<file path="src/rtl/serial_addsub.sv">
// Purpose : bit-serial add/subtract, one full-adder/subtractor cell plus a carry/borrow flop, LSB first.
// Latency : WIDTH cycles from the accept edge to the done edge; peak issue interval WIDTH+1 cycles.
// Backpr. : start is only accepted while busy=0; start during busy is dropped with no side effect.
//
// Ports
//   clk, rst_n        rising-edge clock, asynchronous active-low reset
//   start, mode       request strobe; mode 0 = a - b, 1 = a + b (sampled on accept)
//   a, b              WIDTH-bit operands, sampled on accept
//   busy, done        operation in progress; one-cycle pulse when result/flags update
//   result            sum or difference modulo 2^WIDTH
//   cout              carry out (add) or borrow out (subtract) of the MSB
//   overflow, zero    two's-complement signed overflow; result == 0
module serial_addsub #(
    parameter int WIDTH = 8
) (
    input  logic             clk,
    input  logic             rst_n,
    input  logic             start,
    input  logic             mode,
    input  logic [WIDTH-1:0] a,
    input  logic [WIDTH-1:0] b,
    output logic             busy,
    output logic             done,
    output logic [WIDTH-1:0] result,
    output logic             cout,
    output logic             overflow,
    output logic             zero
);

    // Reject illegal widths at elaboration rather than producing a broken datapath.
    if (WIDTH < 2 || WIDTH > 64) begin : g_width_check
        $error("serial_addsub: WIDTH must be in the range 2..64");
    end

    localparam int CNT_W = $clog2(WIDTH + 1);

    localparam logic [0:0] ST_IDLE = 1'b0;
    localparam logic [0:0] ST_RUN  = 1'b1;

    // Counter value while the MSB pair sits at the bottom of the operand registers.
    localparam logic [CNT_W-1:0] LAST_BIT = CNT_W'(WIDTH - 1);

    // ------------------------------------------------------------------
    // State
    // ------------------------------------------------------------------
    logic [0:0]       state_q,  state_d;
    logic [CNT_W-1:0] cnt_q,    cnt_d;
    logic [WIDTH-1:0] a_sh_q,   a_sh_d;
    logic [WIDTH-1:0] b_sh_q,   b_sh_d;
    logic             mode_q,   mode_d;
    logic             c_q,      c_d;
    // The result shift register only needs WIDTH-1 bits: the final bit is
    // produced combinationally on the last edge and goes straight into result_q.
    logic [WIDTH-2:0] res_sh_q, res_sh_d;

    // Architectural outputs are held in their own registers so they stay
    // stable while the next operation is being shifted through.
    logic [WIDTH-1:0] result_q, result_d;
    logic             cout_q,   cout_d;
    logic             ovf_q,    ovf_d;
    logic             zero_q,   zero_d;
    logic             done_q,   done_d;

    // ------------------------------------------------------------------
    // The single arithmetic cell
    // ------------------------------------------------------------------
    logic             ai;
    logic             bi;
    logic             sum_bit;
    logic             c_nxt;
    logic [WIDTH-1:0] res_full;

    always_comb begin
        ai      = a_sh_q[0];
        bi      = b_sh_q[0];
        sum_bit = ai ^ bi ^ c_q;
        if (mode_q) begin
            // full adder carry
            c_nxt = (ai & bi) | ((ai ^ bi) & c_q);
        end else begin
            // full subtractor borrow
            c_nxt = (~ai & bi) | (~(ai ^ bi) & c_q);
        end
        // New bit enters from the MSB side, so after WIDTH steps the
        // LSB-first stream lands in natural bit order.
        res_full = {sum_bit, res_sh_q};
    end

    // ------------------------------------------------------------------
    // Next-state logic
    // ------------------------------------------------------------------
    always_comb begin
        state_d  = state_q;
        cnt_d    = cnt_q;
        a_sh_d   = a_sh_q;
        b_sh_d   = b_sh_q;
        mode_d   = mode_q;
        c_d      = c_q;
        res_sh_d = res_sh_q;
        result_d = result_q;
        cout_d   = cout_q;
        ovf_d    = ovf_q;
        zero_d   = zero_q;
        done_d   = 1'b0;

        case (state_q)
            ST_IDLE: begin
                if (start) begin
                    state_d = ST_RUN;
                    a_sh_d  = a;
                    b_sh_d  = b;
                    mode_d  = mode;
                    c_d     = 1'b0;
                    cnt_d   = '0;
                end
            end

            ST_RUN: begin
                a_sh_d   = {1'b0, a_sh_q[WIDTH-1:1]};
                b_sh_d   = {1'b0, b_sh_q[WIDTH-1:1]};
                c_d      = c_nxt;
                res_sh_d = res_full[WIDTH-1:1];
                cnt_d    = cnt_q + CNT_W'(1);

                if (cnt_q == LAST_BIT) begin
                    state_d  = ST_IDLE;
                    result_d = res_full;
                    cout_d   = c_nxt;
                    // c_q is the carry/borrow into the MSB, c_nxt the one out of it;
                    // their disagreement is signed overflow for both add and subtract.
                    ovf_d    = c_q ^ c_nxt;
                    zero_d   = (res_full == '0);
                    done_d   = 1'b1;
                end
            end

            default: begin
                state_d = ST_IDLE;
            end
        endcase
    end

    // ------------------------------------------------------------------
    // Registers
    // ------------------------------------------------------------------
    always_ff @(posedge clk or negedge rst_n) begin
        if (!rst_n) begin
            state_q  <= ST_IDLE;
            cnt_q    <= '0;
            a_sh_q   <= '0;
            b_sh_q   <= '0;
            mode_q   <= 1'b0;
            c_q      <= 1'b0;
            res_sh_q <= '0;
            result_q <= '0;
            cout_q   <= 1'b0;
            ovf_q    <= 1'b0;
            zero_q   <= 1'b0;
            done_q   <= 1'b0;
        end else begin
            state_q  <= state_d;
            cnt_q    <= cnt_d;
            a_sh_q   <= a_sh_d;
            b_sh_q   <= b_sh_d;
            mode_q   <= mode_d;
            c_q      <= c_d;
            res_sh_q <= res_sh_d;
            result_q <= result_d;
            cout_q   <= cout_d;
            ovf_q    <= ovf_d;
            zero_q   <= zero_d;
            done_q   <= done_d;
        end
    end

    // ------------------------------------------------------------------
    // Outputs
    // ------------------------------------------------------------------
    // busy drops on the same edge that raises done, which is what lets a
    // start held high through the done cycle be accepted on the next edge.
    assign busy     = (state_q == ST_RUN);
    assign done     = done_q;
    assign result   = result_q;
    assign cout     = cout_q;
    assign overflow = ovf_q;
    assign zero     = zero_q;

endmodule
</file>
<file path="config.mk">
export PLATFORM = sky130hd
export DESIGN_NAME = serial_addsub
export DESIGN_NICKNAME = d
export VERILOG_FILES = /design/src/rtl/serial_addsub.sv
export SDC_FILE = /design/constraint.sdc
export NUM_CORES = 1
export LEC_CHECK = 0
export ABC_AREA = 1
export CAP_MARGIN = 20
export CORE_AREA = 2 2 64 66
export DETAILED_ROUTE_END_ITERATION = 8
export DIE_AREA = 0 0 66 68
export PLACE_DENSITY = 0.75
export SETUP_SLACK_MARGIN = 0.02
export SLEW_MARGIN = 10
export SYNTH_ARGS = -nofsm -noshare
export SYNTH_HDL_FRONTEND = slang
export SYNTH_SLANG_ARGS = --single-unit
</file>
<file path="constraint.sdc">
create_clock -name clk -period 1.41 [get_ports clk]
set_input_delay 0.282 -clock clk [delete_from_list [all_inputs] [get_ports clk]]
set_output_delay 0.282 -clock clk [all_outputs]
set_load 0.02 [all_outputs]
</file>
### Word level (Yosys, flattened, before mapping)

Cells that the tools add are included.

| storage, ports and cells | value |
|---|---|
| bits in registers | 42 |
| input bits | 20 |
| output and inout port bits | 13 |
| logic and storage cells | 44 |

| cells by class | value |
|---|---|
| add/subtract/negate cells | 1 |
| equal/unequal tests | 2 |
| multiplexer cells | 14 |
| bitwise logic cells | 12 |
| reductions and logical operators | 3 |

Operator list:

| cell | count |
|---|---|
| $pmux 8 s2 | 2 |
| $mux 8 | 2 |
| $logic_not 8->1 | 1 |
| $pmux 4 s2 | 1 |
| $mux 1 | 6 |
| $add 4x1->4 const B | 1 |
| $and 1x1->1 | 4 |
| $eq 4x3->1 const B | 1 |
| $mux 4 | 1 |
| $pmux 1 s2 | 2 |
| $reduce_and 2->1 | 2 |
| $not 1->1 | 3 |
| $xor 1x1->1 | 3 |
| $ne 2x2->1 const B | 1 |
| $or 1x1->1 | 2 |

### Depth between registers and ports, before layout

Gate-level depths: netlist (run 1).

| depth | value |
|---|---|
| depth in word-level cells | 6 |
| mapped depth | 7 |
| mapped depth without buffers | 7 |

### Worst setup path before layout (run 1)

Ideal clock, no wire load.

| timing | value |
|---|---|
| path kind | register to register |
| from | register c_q |
| to | register zero_q (netlist: zero) |
| library setup time | 65 ps |
| arrival time | 1235 ps |
| data required time | 1345 ps |
| path slack | 110 ps |
| stages on the path, launching flop included | 8 |
| path buffers | 0 |
| clock period less this slack | 1300 ps |
| cells stage by stage | dfrtp_1 > inv_1 > fa_1 > nor2_1 > nand2_1 > nor2_1 > nand2_1 > nand2_1 |

| on the way | value |
|---|---|
| word-level cells in the longest chain between the ends | 2 |

RTL lines:

| item | line | text |
|---|---|---|
| start: declaration | 51 | `logic c_q, c_d;` |
| start signal: assignment | 153 | `c_q <= 1'b0;` |
| start signal: assignment | 166 | `c_q <= c_d;` |
| $xor 1x1->1 | 76 | `sum_bit = ai ^ bi ^ c_q;` |
| net sum_bit | 69 | `logic sum_bit;` |
| $logic_not 8->1 | 132 | `zero_d = (res_full == '0);` |
| end signal: assignment | 171 | `zero_q <= zero_d;` |
| end: declaration | 61 | `logic zero_q, zero_d;` |

The timed path passes the listed nets, and every way through them passes these cells.
A chain may end at the register's enable or synchronous reset.

### Final worst setup path (run 1)

Same ends and word-level chain as after synthesis.

==> summary.txt, run 1 <==
Status
  • Status: complete, no violations

STA
  • Worst Clk Skew: roughly 0.0063 ns
  • Period minus WS final: 1.324 ns
  • Final max-slew violation count: 0
  • RSZ-0062 raised after global routing: true
  • Final worst setup slack: 0.08610 ns
  • Final TNS setup: 0 ns
  • Min Hold Slack: 0.4755 ns
  • Final Hold Viols: 0
  • Worst relative slew slack: 82.85%
  • Worst-Margin Slew: 0.2572 ns
  • Final setup vio count: 0
  • Final Cycle Share: 93.89%
  • Max Fclk: 755.3 MHz

Place
  • Port bufs: 32
  • Dpl hpwl: 2.312 mm
  • GP Congestion: between 0.7 and 0.8
  • Pre-CTS WS: around 0.015 ns
  • Placed Area: 2280 um2

Global route
  • Total GRT Usage: 17.02%
  • Wire length of the first global-routing pass: about 5.7 mm
  • Vias in the first global route: 1334
  • Grt total ovfl: 0
  • Initial antenna violation count: 0
  • Largest net degree at the start of global routing: 43

Cells and area
  • Multi-input gate area: 679.4 um2
  • Utilization after layout: between 60 and 70%
  • Reg area: 1051 um2
  • Post-route cell area: 2367 um2
  • NumNets Final: 268
  • Layout fillers: 356
  • Area grow syn2layout: 28.36%
  • Share of cells above drive strength 1: 13.82%
  • Antenna fix cells: 0

Worst setup path
  • Crit. End Element: register
  • WP data arrival: 1.54 ns
  • Data required, critical path: around 1.6 ns
  • Critical path class: register to register
  • CP max FO: 3
  • CP startpoint kind: register
  • Max incr delay on CP: 0.45 ns
  • Crit-path cells: inv_2, fa_1, nor2_1, nand2_1, nor2_1, nand2_1, nand2_1
  • Worst path slowest cell: fa_1
  • Most common cell on crit path: nand2_1

Synthesis
  • Leading area contributor after synthesis: dfrtp_1
  • Sequential element share of the synthesized area: 56.99%
  • Synth Register Bits: 42
  • Cell with the most instances after synthesis: nand2_1
  • Syn Inst Count: 202
  • Yosys Warn Count: 0
  • Syn_area_per_cell: 9.130 um2
  • Ranking of synthesized cells by area: dfrtp_1, nand2_1, nand3_1, o21ai_0, inv_1
  • Async SR Flop Fraction: 100.0%
  • Post-synth top flop: dfrtp_1
  • Post-synth top cells: nand2_1, dfrtp_1, inv_1
  • Number of synthesized flops with an enable pin: 0
  • Mapped Area: about 1800 um2
  • Synth Net Count: ~230
  • Synth unique cells: 22
  • Area share of the largest cell type after synthesis: 56.99%

Power
  • Cell Pwr Density: 2043 nW/um2
  • Logic pwr share: 42.8%
  • Peak supply drop: roughly 0.77 mV
  • P_sw: 1884 uW
  • Clock power share: roughly 16%
  • Leak: 0.001182 uW
  • Power Internal: 2952 uW
  • Reg power frac: 41.4%
  • Sw frac: 38.96%

Floorplan
  • IO Pins: 33
  • Core ar.: 3856 um2
  • Initial Util: 47.83%
  • Total die area: ~4500 um2
  • Site Rows: 23
  • Die Ht: between 60 and 70 um
  • Die Wd: 66 um

Clocking
  • Root Driver: clkbuf_8
  • Worst-Skew Late Latency: 0.28 ns
  • CTS tree: yes
  • Clock Pin Slew Worst Setup and Hold Paths: 0.07 ns
  • Setup Fix Bufs, Post-CTS: 0
  • H-Tree Depth: 2
  • Sink Count: 42
  • Longest Clk Path Bufs: 2
  • Inserted Clock Buffers: 5

Flow run
  • Max Cap Viol: 0

Worst hold path
  • Hold Path Class: register to register

Drt
  • Routed WL per cell: 10.61 um
  • Detailed Route WL: around 3.1 mm
  • Drt drc: 0
  • Drt initial violations: 95
  • Drt pass-1 iters: 4
  • Vias per cell: between 4 and 5
  • Vias: around 1400
  • Post-DRT Antenna Nets: 0
[cells in the final DEF (no fill, tap or decap)]
cell type,n
nand2_1,79
dfrtp_1,42
clkdlybuf4s50_1,18
inv_1,15
nand3_1,14
o21ai_0,14
dlygate4sd2_1,13
buf_4,8
nor2_1,7
o21ai_2,7
clkbuf_8,6
inv_2,3
o211ai_1,3
nor2_4,2
buf_12,2
nand2_4,1
nor2_8,1
xnor2_1,1
a22o_1,1
o22ai_1,1
inv_4,1
fa_1,1
fa_2,1
ha_1,1
clkbuf_1,1
clkinv_2,1
dlygate4sd3_1,1
buf_2,1
[critical path, delay by kind of cell (launching register included)]
| kind | cells | cell delay [ns] |
|---|---|---|
| AND/OR/NAND/NOR | 5 | 0.35 |
| buffers and inverters | 1 | 0.07 |
| flip-flops | 1 | 0.40 |
| adder cells (fa/ha/maj) | 1 | 0.45 |
[power groups by stage]
| stage | Clock, uW | Combinational [uW] | Sequential, uW |
|---|---|---|---|
| final | 765 | 2070 | 2000 |
| after global routing | 859 | 2360 | 2070 |
| after CTS | 796 | 2100 | 2000 |
| after detailed placement | 0 | 2190 | 2030 |
| after global placement | 0 | 2130 | 2010 |
| after floorplan | 0 | 1300 | 2160 |
[layer usage]
layer | vias up | global-route usage [%] | wire, um
met5 | - | 0 | 0
met4 | 0 | 6.122 | 50
met3 | 6 | 5.099 | 151
met2 | 35 | 29.80 | 1443
met1 | 650 | 20.02 | 1496
li1 | 719 | - | -
[state kept, by name (all words and copies together), names as in the netlist]
register and flops:
a_sh_q 8, b_sh_q 8, busy 1, c_q 1, cnt_q 4, cout 1, done 1, mode_q 1
overflow 1, res_sh_q 7, result 8, zero 1
[area by class of cell]
cell class / count / share of cell area [%]
tap: 50 / 2.643
sequential: 42 / 44.40
multi-input combinational: 134 / 28.70
inverter: 19 / 3.118
timing repair buffer: 43 / 17.28
clock buffer: 7 / 3.647
clock inverter: 1 / 0.2114
[repair_timing]
item                       4_1_cts  5_1_grt
hold buffers                     1        0
resized for setup               13        3
hold endpoints to repair        42        0
setup endpoints to repair       13        4
pin swaps                        0        3
[per-stage QoR]
step | total power [uW] | instances
floorplan | 3456 | 202
global placement | 4141 | 287
detailed placement | 4219 | 287
CTS | 4895 | 296
global route | 5291 | 296
finish | 4836 | 296
[cell families (layout without fill, tap and decap cells)]
group	after synthesis	after routing	synth area share (%)
fa+ha+maj	3	3	2.849
buf+inv	26	70	6.309
flops	42	42	56.99
compound gates	26	26	9.159
xor+xnor	1	1	0.4750
simple gates	104	104	24.22
[worst paths after layout]
path | from | endpoint | slack (ns) | cells past startpoint
min | result[7] | result[7] | 0.48 | 2
min reg2reg | result[7] | result[7] | 0.48 | 2
max reg2reg | c_q | zero | 0.09 | 7
min in group asynchronous | rst_n | result[6] | 0.50 | 3
max | c_q | zero | 0.09 | 7
max in group asynchronous | rst_n | res_sh_q[5] | 0.72 | 3
Power figures use the tool's default switching activity.
==> inputs of run 2 (changes only) <==
--- a/config.mk
+++ b/config.mk
@@ -5,12 +5,13 @@
 export SDC_FILE = /design/constraint.sdc
 export NUM_CORES = 1
 export LEC_CHECK = 0
-export ABC_AREA = 1
 export CAP_MARGIN = 20
-export CORE_AREA = 2 2 64 66
+export CORE_AREA = 2 2 62 64
+export CTS_BUF_LIST = sky130_fd_sc_hd__clkbuf_4
 export DETAILED_ROUTE_END_ITERATION = 8
-export DIE_AREA = 0 0 66 68
-export PLACE_DENSITY = 0.75
+export DIE_AREA = 0 0 64 66
+export PLACE_DENSITY = 0.79
+export REMOVE_ABC_BUFFERS = 1
 export SETUP_SLACK_MARGIN = 0.02
 export SLEW_MARGIN = 10
 export SYNTH_ARGS = -nofsm -noshare
==> summary.txt, run 2 <==
Cells and area
  • Area grow syn2layout: 31.86%
  • Commonest non-fill, non-tap cell in the layout: dfrtp_1
  • Most frequent cells in the layout: dfrtp_1, nand2_1, clkdlybuf4s50_1, buf_4, mux2i_1
  • NumNets Final: 218 (-19%)
  • Antenna fix cells: 0 (unchanged)
  • Share of cells above drive strength 1: 28.72% (+15 points)

Synthesis
  • Post-synth top cells: dfrtp_1, nand2_1, mux2i_1, o21ai_0, mux2_2
  • Syn_area_per_cell: 12.83 um2 (+40%)
  • Ranking of synthesized cells by area: dfrtp_1, mux2i_1, mux2_2, o21ai_0, mux2_4
  • Synth unique cells: 22 (unchanged)
  • Yosys Warn Count: 0 (unchanged)
  • Post-synth top flop: dfrtp_1
  • Sequential element share of the synthesized area: 57.30% (+0.31 points)
  • Synth Register Bits: 42 (unchanged)
  • Syn Inst Count: 143 (-29%)
  • Cell with the most instances after synthesis: dfrtp_1
  • Leading area contributor after synthesis: dfrtp_1
  • Async SR Flop Fraction: 100.0% (unchanged)
  • Area share of the largest cell type after synthesis: 57.30% (+0.31 points)
  • Number of synthesized flops with an enable pin: 0 (unchanged)
  • Mapped Area: 1834 um2 (-0.54%)

Drt
  • Wire length on met2: 1.820 mm (+26%)
  • Vias: 1255 (-11%)
  • Uppermost layer routed: met4
  • Metal3 WL: 183 um (+21%)
  • Detailed Route WL: 3.433 mm (+9.3%)
  • Drt pass-1 iters: 4 (unchanged)
  • Drt initial violations: 24 (-75%)
  • Vias per cell: 5.165 (+8.4%)
  • Met1 WL: 1.398 mm (-6.6%)
  • Routed WL per cell: 14.13 um (+33%)
  • Drt drc: 0 (unchanged)
  • Post-DRT Antenna Nets: 0 (unchanged)

Global route
  • Vias in the first global route: 1267 (-5.0%)
  • Total GRT Usage: 18.71% (+1.7 points)
  • Initial antenna violation count: 0 (unchanged)
  • Wire length of the first global-routing pass: 5.823 mm (+2.8%)
  • Largest net degree at the start of global routing: 26 (-40%)
  • Grt total ovfl: 0 (unchanged)

Floorplan
  • Core ar.: 3551 um2 (-7.9%)
  • Initial Util: 51.66% (+3.8 points)
  • IO Pins: 33 (unchanged)
  • Site Rows: 22 (-4.3%)
  • Die Wd: 64 um (-3.0%)
  • Die Ht: 66 um (-2.9%)
  • Total die area: 4224 um2 (-5.9%)

STA
  • Min Hold Slack: 0.3986 ns (-0.07681 ns)
  • Final Hold Viols: 0 (unchanged)
  • Worst relative slew slack: 71.79% (-11 points)
  • Max Fclk: 681.3 MHz (-9.8%)
  • RSZ-0062 raised after global routing: true
  • Final worst setup slack: -0.05787 ns (-0.1440 ns)
  • Final Cycle Share: 104.1% (+10 points)
  • Final setup vio count: 2 (+2)
  • Period minus WS final: 1.468 ns (+0.1440 ns)
  • Worst-Margin Slew: 0.4232 ns (+0.1660 ns)
  • Worst Clk Skew: 0.008205 ns (+0.001919 ns)
  • Final max-slew violation count: 0 (unchanged)

Power
  • Tot Pwr: 4784 uW (-1.1%)
  • Cell Pwr Density: 1978 nW/um2 (-3.2%)
  • Leak: 0.001176 uW (-0.53%)
  • Peak supply drop: 0.8031 mV (+3.7%)

Worst setup path
  • CP max FO: 2 (-1)
  • CP startpoint kind: register
  • Crit-path cells: inv_2, fa_2, buf_6, mux2_4
  • Crit. End Element: register
  • CP delay by family, top: adder cells
  • CP bufs+invs: 2 (+1)
  • Setup slack, reg-to-reg: -0.06 ns (-0.14 ns)
  • Worst path slowest cell: fa_2
  • Critical path class: register to register
  • Max incr delay on CP: 0.48 ns (+0.03 ns)
  • Data required, critical path: 1.64 ns (about the same)
  • WP data arrival: 1.70 ns (+0.16 ns)

Status
  • Status: complete, but fails checks
  • Failing checks: negative setup slack

Place
  • Pre-CTS WS: -0.1281 ns (-0.1431 ns)
  • Dpl hpwl: 2.450 mm (+5.9%)
  • Port bufs: 32 (unchanged)
  • GP Congestion: 0.7091 (-9.3%)

Clocking
  • CTS tree: yes
  • Worst-Skew Late Latency: 0.34 ns (+0.06 ns)
  • H-Tree Depth: 2 (unchanged)
  • Longest Clk Path Bufs: 2 (unchanged)
  • Inserted Clock Buffers: 5 (unchanged)
  • Sink Count: 42 (unchanged)
  • Clock Pin Slew Worst Setup and Hold Paths: 0.11 ns (+0.04 ns)
  • Root Driver: clkbuf_4

Flow run
  • Max Cap Viol: 0 (unchanged)

Worst hold path
  • Hold Path Class: primary input to async pin
-- run 2: cell types whose count changed after synthesis, moves of 3 or more --
cell      before  now
inv_1         17    4
nand3_1       14    1
mux2i_1        0   17
o21ai_0       14   17
nand2_1       79   18
buf_2          4    1
o211ai_1       3    0
mux2_4         0    5
o21ai_2        7    0
mux2_2         0   13
nor2_1         7    4
-- run 2: layout make-up --
cell class / count / area, um2
fill: 271 / 1132
sequential: 42 / 1051
multi-input combinational: 90 / 769.5
timing repair buffer: 52 / 470.5
tap: 48 / 60.06
clock buffer: 7 / 52.55
inverter: 4 / 15.01
-- run 2: metrics by stage --
stage	setup TNS (ns)	utilization, %	instance area [um2]	cells
2_1_floorplan	-10.00	-	1784	135
3_3_place_gp	-1.124	63.92	2270	228
3_5_place_dp	-1.896	63.92	2270	228
4_1_cts	-0.1620	66.95	2377	240
5_1_grt	-0.4939	68.11	2419	243
6_report	-0.1084	68.11	2419	243
-- run 2: logic make-up (layout without fill, tap and decap cells) --
| group | Yosys count | count (layout) | share of synthesized area, % |
|---|---|---|---|
| buffers and inverters | 12 | 63 | 3.546 |
| xor gates and xnor gates | 3 | 3 | 1.433 |
| adders and majority gates | 3 | 3 | 2.865 |
| AOI/OAI and AO/OA | 20 | 20 | 6.071 |
| DFF | 42 | 42 | 57.30 |
| and+or+nand+nor | 28 | 29 | 7.435 |
| muxes | 35 | 35 | 21.35 |
-- run 2: where the power goes --
group	switching (uW)	internal [uW]
registers	399	1690
clock network	342	227
logic	954	1170
-- run 2: per-layer routing --
metal | vias to the layer above | GRT usage (%)
met5 | - | 0
met4 | 0 | 4.891
met2 | 36 | 33.59
li1 | 601 | -
met1 | 614 | 21.43
met3 | 4 | 6.133
-- run 2: final timing paths --
| kind | to | cells past startpoint | startpoint |
|---|---|---|---|
| max | result[7] | 4 | b_sh_q[0] |
| min | cnt_q[0] | 2 | rst_n |
| max reg2reg | result[7] | 4 | b_sh_q[0] |
| min reg2reg | b_sh_q[5] | 2 | b_sh_q[6] |
| max in group asynchronous | overflow | 3 | rst_n |
| min in group clk | b_sh_q[5] | 2 | b_sh_q[6] |
-- run 2: repair_timing --
item                       4_1_cts  5_1_grt
hold buffers                     1        0
pin swaps                        2        2
gates resized for setup         26        8
hold endpoints to repair        17        0
gates cloned                     1        0
setup endpoints to repair       26       18
setup buffers                    3        3
-- run 2: worst reg2reg max path, stage by stage, from the launching register on --
cell	delay [ns]
dfrtp_1	0.40
inv_2	0.09
fa_2	0.48
buf_6	0.14
mux2_4	0.25
